$ cat src/rtl/mode_ctrl_if.sv
// rtl/mode_ctrl_if.sv - shared buttons, ring requests and display bus of the mode scheduler
interface mode_ctrl_if;
  logic         btn_mode;
  logic         up, down, left, right, enter, esc;
  logic [3:0]   norm_in;
  logic [3:0]   alm_in;
  logic [191:0] disp_in;
  logic [3:0]   mode_en;
  logic [3:0]   up_o, down_o, left_o, right_o, enter_o, esc_o;
  logic [47:0]  disp_out;
  logic         buzzer;
  logic [1:0]   cur_mode;

  modport master (
    output btn_mode, up, down, left, right, enter, esc, norm_in, alm_in, disp_in,
    input  mode_en, up_o, down_o, left_o, right_o, enter_o, esc_o, disp_out, buzzer, cur_mode
  );

  modport slave (
    input  btn_mode, up, down, left, right, enter, esc, norm_in, alm_in, disp_in,
    output mode_en, up_o, down_o, left_o, right_o, enter_o, esc_o, disp_out, buzzer, cur_mode
  );
endinterface

$ cat src/rtl/mode_ctrl.sv
// rtl/mode_ctrl.sv - function scheduler: button routing, display mux, ring preemption and acknowledge
module mode_ctrl #(
  parameter int          RING_CYCLES = 60000,
  parameter int          BLINK_HALF  = 500,
  parameter logic [47:0] BLANK       = 48'hFFFF_FFFF_FFFF
) (
  input logic        clk,
  input logic        rst,
  mode_ctrl_if.slave bus
);
  typedef enum logic [1:0] {BROWSE, LOCKED, RING, ACK} state_t;

  state_t      state;
  logic [1:0]  cur_mode, saved, src, ack_cnt, alm_src;
  logic [3:0]  mode_en, sel;
  logic [3:0]  up_o, down_o, left_o, right_o, enter_o, esc_o;
  logic [16:0] ring_timer;
  logic [9:0]  flash_cnt;
  logic        flash_off, buzzer, forward;
  logic [6:0]  btns, btn_q, btn_rise;
  logic [47:0] disp_out, disp_sel;

  assign btns     = {bus.btn_mode, bus.up, bus.down, bus.left, bus.right, bus.enter, bus.esc};
  assign btn_rise = btns & ~btn_q;
  assign sel      = 4'b0001 << cur_mode;
  assign forward  = (state == BROWSE) || (state == LOCKED);
  assign alm_src  = bus.alm_in[0] ? 2'd0 : bus.alm_in[1] ? 2'd1 : bus.alm_in[2] ? 2'd2 : 2'd3;

  always_comb begin
    disp_sel = bus.disp_in[47:0];
    case (cur_mode)
      2'd0: disp_sel = bus.disp_in[47:0];
      2'd1: disp_sel = bus.disp_in[95:48];
      2'd2: disp_sel = bus.disp_in[143:96];
      2'd3: disp_sel = bus.disp_in[191:144];
      default: disp_sel = bus.disp_in[47:0];
    endcase
  end

  always_ff @(posedge clk) begin
    if (rst) begin
      state      <= BROWSE;
      cur_mode   <= 2'd0;
      saved      <= 2'd0;
      src        <= 2'd0;
      mode_en    <= 4'b0001;
      ack_cnt    <= 2'd0;
      ring_timer <= '0;
      flash_cnt  <= '0;
      flash_off  <= 1'b0;
      buzzer     <= 1'b0;
      btn_q      <= '0;
      up_o       <= '0;
      down_o     <= '0;
      left_o     <= '0;
      right_o    <= '0;
      enter_o    <= '0;
      esc_o      <= '0;
      disp_out   <= '0;
    end else begin
      btn_q    <= btns;
      up_o     <= (forward && bus.up)    ? sel : 4'b0;
      down_o   <= (forward && bus.down)  ? sel : 4'b0;
      left_o   <= (forward && bus.left)  ? sel : 4'b0;
      right_o  <= (forward && bus.right) ? sel : 4'b0;
      enter_o  <= (forward && bus.enter) ? sel : 4'b0;
      esc_o    <= (forward && bus.esc)   ? sel : 4'b0;
      disp_out <= (state == RING && flash_off) ? BLANK : disp_sel;
      case (state)
        BROWSE, LOCKED: begin
          // A ring request outranks both edit lock and a same-cycle mode press
          if (|bus.alm_in) begin
            state      <= RING;
            saved      <= cur_mode;
            src        <= alm_src;
            cur_mode   <= alm_src;
            mode_en    <= 4'b0001 << alm_src;
            buzzer     <= 1'b1;
            ring_timer <= '0;
            flash_cnt  <= '0;
            flash_off  <= 1'b0;
          end else if (state == LOCKED) begin
            if (bus.norm_in[cur_mode]) state <= BROWSE;
          end else if (!bus.norm_in[cur_mode]) begin
            state <= LOCKED;
          end else if (btn_rise[6]) begin
            cur_mode <= cur_mode + 2'd1;
            mode_en  <= {mode_en[2:0], mode_en[3]};
          end
        end
        RING: begin
          if (!bus.alm_in[src]) begin
            state    <= BROWSE;
            cur_mode <= saved;
            mode_en  <= 4'b0001 << saved;
            buzzer   <= 1'b0;
          end else if ((|btn_rise) || ring_timer == 17'(RING_CYCLES - 1)) begin
            state   <= ACK;
            buzzer  <= 1'b0;
            ack_cnt <= 2'd0;
            esc_o   <= 4'b0001 << src;
          end else begin
            if (ring_timer != '1) ring_timer <= ring_timer + 17'd1;
            if (flash_cnt == 10'(BLINK_HALF - 1)) begin
              flash_cnt <= '0;
              flash_off <= ~flash_off;
            end else begin
              flash_cnt <= flash_cnt + 10'd1;
            end
          end
        end
        ACK: begin
          // Source still ringing: re-issue the escape every fourth cycle
          if (!bus.alm_in[src]) begin
            state    <= BROWSE;
            cur_mode <= saved;
            mode_en  <= 4'b0001 << saved;
          end else if (ack_cnt == 2'd3) begin
            ack_cnt <= 2'd0;
            esc_o   <= 4'b0001 << src;
          end else begin
            ack_cnt <= ack_cnt + 2'd1;
          end
        end
        default: state <= BROWSE;
      endcase
    end
  end

  assign bus.mode_en  = mode_en;
  assign bus.up_o     = up_o;
  assign bus.down_o   = down_o;
  assign bus.left_o   = left_o;
  assign bus.right_o  = right_o;
  assign bus.enter_o  = enter_o;
  assign bus.esc_o    = esc_o;
  assign bus.disp_out = disp_out;
  assign bus.buzzer   = buzzer;
  assign bus.cur_mode = cur_mode;
endmodule

$ cat src/flat_wrapper.sv
// flat-port wrapper written by rule: the top's interface ports become plain ports
module mode_ctrl_flat 
#(
  parameter int          RING_CYCLES = 60000,
  parameter int          BLINK_HALF  = 500,
  parameter logic [47:0] BLANK       = 48'hFFFF_FFFF_FFFF
)
  (clk, rst, bus_btn_mode, bus_up, bus_down, bus_left, bus_right, bus_enter, bus_esc, bus_norm_in, bus_alm_in, bus_disp_in, bus_mode_en, bus_up_o, bus_down_o, bus_left_o, bus_right_o, bus_enter_o, bus_esc_o, bus_disp_out, bus_buzzer, bus_cur_mode);
  mode_ctrl_if bus_i ();
  input logic clk;
  input logic rst;
  input wire logic [$bits(bus_i.btn_mode)-1:0] bus_btn_mode;
  input wire logic [$bits(bus_i.up)-1:0] bus_up;
  input wire logic [$bits(bus_i.down)-1:0] bus_down;
  input wire logic [$bits(bus_i.left)-1:0] bus_left;
  input wire logic [$bits(bus_i.right)-1:0] bus_right;
  input wire logic [$bits(bus_i.enter)-1:0] bus_enter;
  input wire logic [$bits(bus_i.esc)-1:0] bus_esc;
  input wire logic [$bits(bus_i.norm_in)-1:0] bus_norm_in;
  input wire logic [$bits(bus_i.alm_in)-1:0] bus_alm_in;
  input wire logic [$bits(bus_i.disp_in)-1:0] bus_disp_in;
  output wire logic [$bits(bus_i.mode_en)-1:0] bus_mode_en;
  output wire logic [$bits(bus_i.up_o)-1:0] bus_up_o;
  output wire logic [$bits(bus_i.down_o)-1:0] bus_down_o;
  output wire logic [$bits(bus_i.left_o)-1:0] bus_left_o;
  output wire logic [$bits(bus_i.right_o)-1:0] bus_right_o;
  output wire logic [$bits(bus_i.enter_o)-1:0] bus_enter_o;
  output wire logic [$bits(bus_i.esc_o)-1:0] bus_esc_o;
  output wire logic [$bits(bus_i.disp_out)-1:0] bus_disp_out;
  output wire logic [$bits(bus_i.buzzer)-1:0] bus_buzzer;
  output wire logic [$bits(bus_i.cur_mode)-1:0] bus_cur_mode;
  assign bus_i.btn_mode = bus_btn_mode;
  assign bus_i.up = bus_up;
  assign bus_i.down = bus_down;
  assign bus_i.left = bus_left;
  assign bus_i.right = bus_right;
  assign bus_i.enter = bus_enter;
  assign bus_i.esc = bus_esc;
  assign bus_i.norm_in = bus_norm_in;
  assign bus_i.alm_in = bus_alm_in;
  assign bus_i.disp_in = bus_disp_in;
  assign bus_mode_en = bus_i.mode_en;
  assign bus_up_o = bus_i.up_o;
  assign bus_down_o = bus_i.down_o;
  assign bus_left_o = bus_i.left_o;
  assign bus_right_o = bus_i.right_o;
  assign bus_enter_o = bus_i.enter_o;
  assign bus_esc_o = bus_i.esc_o;
  assign bus_disp_out = bus_i.disp_out;
  assign bus_buzzer = bus_i.buzzer;
  assign bus_cur_mode = bus_i.cur_mode;
  mode_ctrl #(.RING_CYCLES(RING_CYCLES), .BLINK_HALF(BLINK_HALF), .BLANK(BLANK)) u_core (.clk(clk), .rst(rst), .bus(bus_i));
endmodule
$ cat config.mk
export PLATFORM = sky130hd
export DESIGN_NAME = mode_ctrl_flat
export DESIGN_NICKNAME = d
export VERILOG_FILES = /design/src/rtl/mode_ctrl_if.sv /design/src/rtl/mode_ctrl.sv /design/src/flat_wrapper.sv
export SDC_FILE = /design/constraint.sdc
export NUM_CORES = 1
export LEC_CHECK = 0
export CORE_AREA = 2 2 111 113
export DETAILED_ROUTE_END_ITERATION = 8
export DIE_AREA = 0 0 113 115
export DONT_BUFFER_PORTS = 1
export PLACE_DENSITY = 0.71
export RECOVER_POWER = 50
export SYNTH_ARGS = -nofsm -noshare
export SYNTH_HDL_FRONTEND = slang
export SYNTH_SLANG_ARGS = --single-unit
$ cat constraint.sdc
create_clock -name clk -period 3.66 [get_ports clk]
set_clock_uncertainty 0.15 [all_clocks]
set_input_delay 0.183 -clock clk [delete_from_list [all_inputs] [get_ports clk]]
set_output_delay 0.183 -clock clk [all_outputs]
set_load 0.05 [all_outputs]
==> insert_results.sql <==
INSERT INTO impl_metrics (metric_group, metric, value, unit) VALUES
('cts', 'clk-insertion-delay-late', '0.42', 'ns'),
('placed_design', 'dpl.hpwl', '13500', 'um'),
('synth', 'yosys_warning_count', '0', ''),
('timing', 'rsz_0062_raised_after_global_routing', 'false', ''),
('global_route', 'global_route.usage.total', '0.294', ''),
('setup_path', 'endpoint', 'u_core.bus.disp_out[0]$_SDFF_PP0_', ''),
('setup_path', 'reg2reg_setup_slack', '0.17', 'ns'),
('global_route', 'first_global_vias', '5187', ''),
('cells_and_area', 'syn2layout_area_growth', '31.2', '%'),
('synth', 'yosysSeqAreaShare', '0.451', ''),
('route', 'ant_nets', '0', ''),
('setup_path', 'critPathLaunchType', 'flop', ''),
('cts', 'cts-root-to-sink-buffers', '2', ''),
('timing', 'finalSetupViolations', '0', ''),
('cells_and_area', 'ratio_of_cells_with_drive_above_1_in_the_final_layout', '0.0744', ''),
('setup_path', 'cp.buffers_inverters', '4', ''),
('synth', 'post_synth.cell_area_avg', '8.53', 'um^2'),
('timing', 'timing.final.hold_violations', '0', ''),
('pwr', 'cellLeakagePower', '2.65', 'nW'),
('cts', 'cts_made_buffers', '17', ''),
('setup_path', 'cp_slowest_stage_delay', '0.59', 'ns'),
('route', 'firstDrtPassIters', '9', ''),
('cts', 'root_buffer', 'clkbuf_16', ''),
('setup_path', 'crit_top_cell', 'dlygate4sd3_1', ''),
('job', 'maxCapViolCount', '0', ''),
('setup_path', 'critical_path.startpoint', 'u_core.bus.cur_mode[1]$_SDFFE_PP0P_', ''),
('cells_and_area', 'multi_input_comb_area', '2750', 'um^2'),
('timing', 'worstMarginPinSlew', '0.831', 'ns'),
('hold_path', 'hold_path_class', 'in2reg', ''),
('synth', 'syn-num-nets', '853', ''),
('floorplanning', 'start_util', '0.459', ''),
('timing', 'post-route-period-util', '0.953', ''),
('setup_path', 'arrival', '3.64', 'ns'),
('synth', 'number_of_synthesized_register_bits', '122', ''),
('cells_and_area', 'nets', '931', ''),
('timing', 'layout_min_cycle_time', '3.49', 'ns'),
('floorplanning', 'die-area', '13000', 'um^2'),
('global_route', 'number_of_antenna_violations_at_the_first_check_in_global_routing', '0', ''),
('status', 'status', 'finished, violations left', ''),
('cts', 'tritoncts_clock_tree', 'done', ''),
('status', 'failed_checks', 'DRC', ''),
('route', 'drc_errors', '20', ''),
('setup_path', 'r2r-end', 'u_core.bus.disp_out[0]$_SDFF_PP0_', ''),
('synth', 'synth_enable_flop_cells', '0', ''),
('global_route', 'grt_pass1_wl', '29200', 'um'),
('cts', 'cts.sink_count', '122', ''),
('floorplanning', 'fp.coreArea', '11800', 'um^2'),
('cts', 'cts.htree.levels', '4', ''),
('cells_and_area', 'register_area', '2440', 'um^2'),
('pwr', 'worst_ir_drop_vdd', '0.000299', 'V'),
('global_route', 'grt_remaining_overflow', '0', ''),
('synth', 'async_s_r_ff_share_synth', '0', ''),
('floorplanning', 'die_x', '113', 'um'),
('setup_path', 'r2r_cells', '9', ''),
('setup_path', 'critical_path.max_fanout', '36', ''),
('timing', 'finalSetupTns', '0', 'ns'),
('cells_and_area', 'filler_cell_count_in_the_final_layout', '1013', ''),
('floorplanning', 'rows', '40', ''),
('route', 'vias', '5648', ''),
('setup_path', 'worst-setup-path-type', 'reg2reg', ''),
('floorplanning', 'die_h', '115', 'um'),
('global_route', 'grt_max_degree', '86', ''),
('cells_and_area', 'postLayoutCoreUtil', '0.602', ''),
('setup_path', 'timing.critical_path.required', '3.81', 'ns'),
('route', 'routed_wirelength_normalized_by_instance_count', '23.2', 'um'),
('cts', 'post-cts-setup-buffers', '0', ''),
('pwr', 'cellPowerDensity', '572', 'nW/um^2'),
('route', 'drt-vias-per-instance', '6.46', ''),
('synth', 'netlist_area', '5420', 'um^2'),
('route', 'detail_route.iter0.violations', '1057', ''),
('placed_design', 'weighted_congestion_at_the_end_of_routability_driven_global_placement', '0.954', '');
cell usage in the layout (no fill, tap or decap), types with 11 or more instances in the layout:
cell and instances:
xor2_1 13, inv_1 12, a21oi_1 72, nor2b_1 14, nand3_1 13, nor2_1 57, clkbuf_16 17, and3_1 11
nand4_1 11, dfxtp_1 122, nand2_1 69, o21ai_0 57, nand2b_1 11, dlygate4sd3_1 100, a222oi_1 51
timing repair:
action                                  CTS  global route
hold buffers                            101             0
endpoints found under the setup margin    0             4
resized for setup                         0             2
endpoints found under the hold margin   100             0
stage by stage:
step / worst slack, ns / hold WS (ns) / std cells / total power, mW / area, um^2
2_1_floorplan: 1.21 / 0.161 / 635 / 2.13 / 5420
3_3_place_gp: 0.978 / 0.112 / 740 / 2.23 / 5480
3_5_place_dp: 0.887 / 0.114 / 740 / 2.24 / 5480
4_1_cts: 0.117 / 0.00109 / 873 / 4.04 / 7080
5_1_grt: 0.0688 / 0.0425 / 873 / 4.22 / 7100
6_report: 0.171 / 0.0238 / 874 / 4.07 / 7110
per-layer routing:
metal / global-route usage / part of all wire / wire length (um) / vias to the layer above
met1: 0.367 / 0.39 / 7870 / 2644
li1: - / - / - / 2515
met2: 0.457 / 0.46 / 9310 / 434
met5: 0 / 0 / 0 / -
met4: 0.141 / 0.036 / 734 / 0
met3: 0.104 / 0.12 / 2340 / 55
logic make-up after synthesis:
kind of cell | synth area share
adders and majority gates | 0.0208
and+or+nand+nor | 0.192
buffers and inverters | 0.0476
DFF | 0.451
muxes | 0.0141
AOI/OAI and AO/OA | 0.252
xor gates and xnor gates | 0.0226
cell usage after synthesis (all sizes together) (2+ instances only):
master  instances  area, um^2
nand4          11        68.8
ha              9         113
nand3          13        65.1
and2            5        31.3
or3             7        43.8
a32oi           2        17.5
and4            4        35.0
a31oi           3        18.8
nand2          70         263
and3           11        68.8
a211oi          3        22.5
inv            13        48.8
mux2i           2        20.0
nor3            5        25.0
xor2           13         114
o31ai           2        15.0
o21ai          57         285
nor4            2        12.5
nor2           57         214
a222oi         51         510
nand2b         11        68.8
or4             3        22.5
buf             5        36.3
a21oi          73         377
dfxtp         122        2440
mux4            2        45.0
clkbuf         46         173
nor2b          14        87.6
power by group:
group	total (mW)	internal [mW]	switching [mW]
clock network	1.62	0.905	0.715
logic	0.648	0.316	0.332
registers	1.80	1.43	0.372
total	4.07	2.65	1.42
flip-flops by register name, summed over array words and instances (netlist names), 4 cells and up:
register	cells
u_core.ring_timer	17
u_core.bus.right_o	4
u_core.bus.enter_o	4
u_core.bus.up_o	4
u_core.flash_cnt	10
u_core.bus.mode_en	4
u_core.bus.down_o	4
u_core.bus.disp_out	48
u_core.btn_q	7
u_core.bus.esc_o	4
u_core.bus.left_o	4
cell type report:
class	count	area share
repair buffers	110	0.156
clock buffers	17	0.0599
flip-flops and latches	122	0.344
multi-input cells	449	0.387
diodes	1	0.000352
clock inverters	15	0.0208
well taps	147	0.0259
inverters	13	0.00687
how the worst min path moves through the flow:
stage                          start                                   to  slack [ns]  cells after the start
detailed placement               rst    u_core.bus.disp_out[2]$_SDFF_PP0_        0.11                      1
finish                 bus_alm_in[3]  u_core.bus.cur_mode[1]$_SDFFE_PP0P_        0.02                      4
global placement                 rst   u_core.bus.disp_out[42]$_SDFF_PP0_        0.11                      1
global route        bus_disp_in[118]   u_core.bus.disp_out[22]$_SDFF_PP0_        0.04                      4
floorplan                    bus_esc           u_core.btn_q[0]$_SDFF_PP0_        0.16                      1
CTS                 bus_disp_in[136]   u_core.bus.disp_out[40]$_SDFF_PP0_       0.001                      4
worst min-delay path: cells and delay by family:
family / cells / cell delay, ns
simple gates: 2 / 0.13
compound gates: 2 / 0.24
Power figures use the tool's default switching activity.
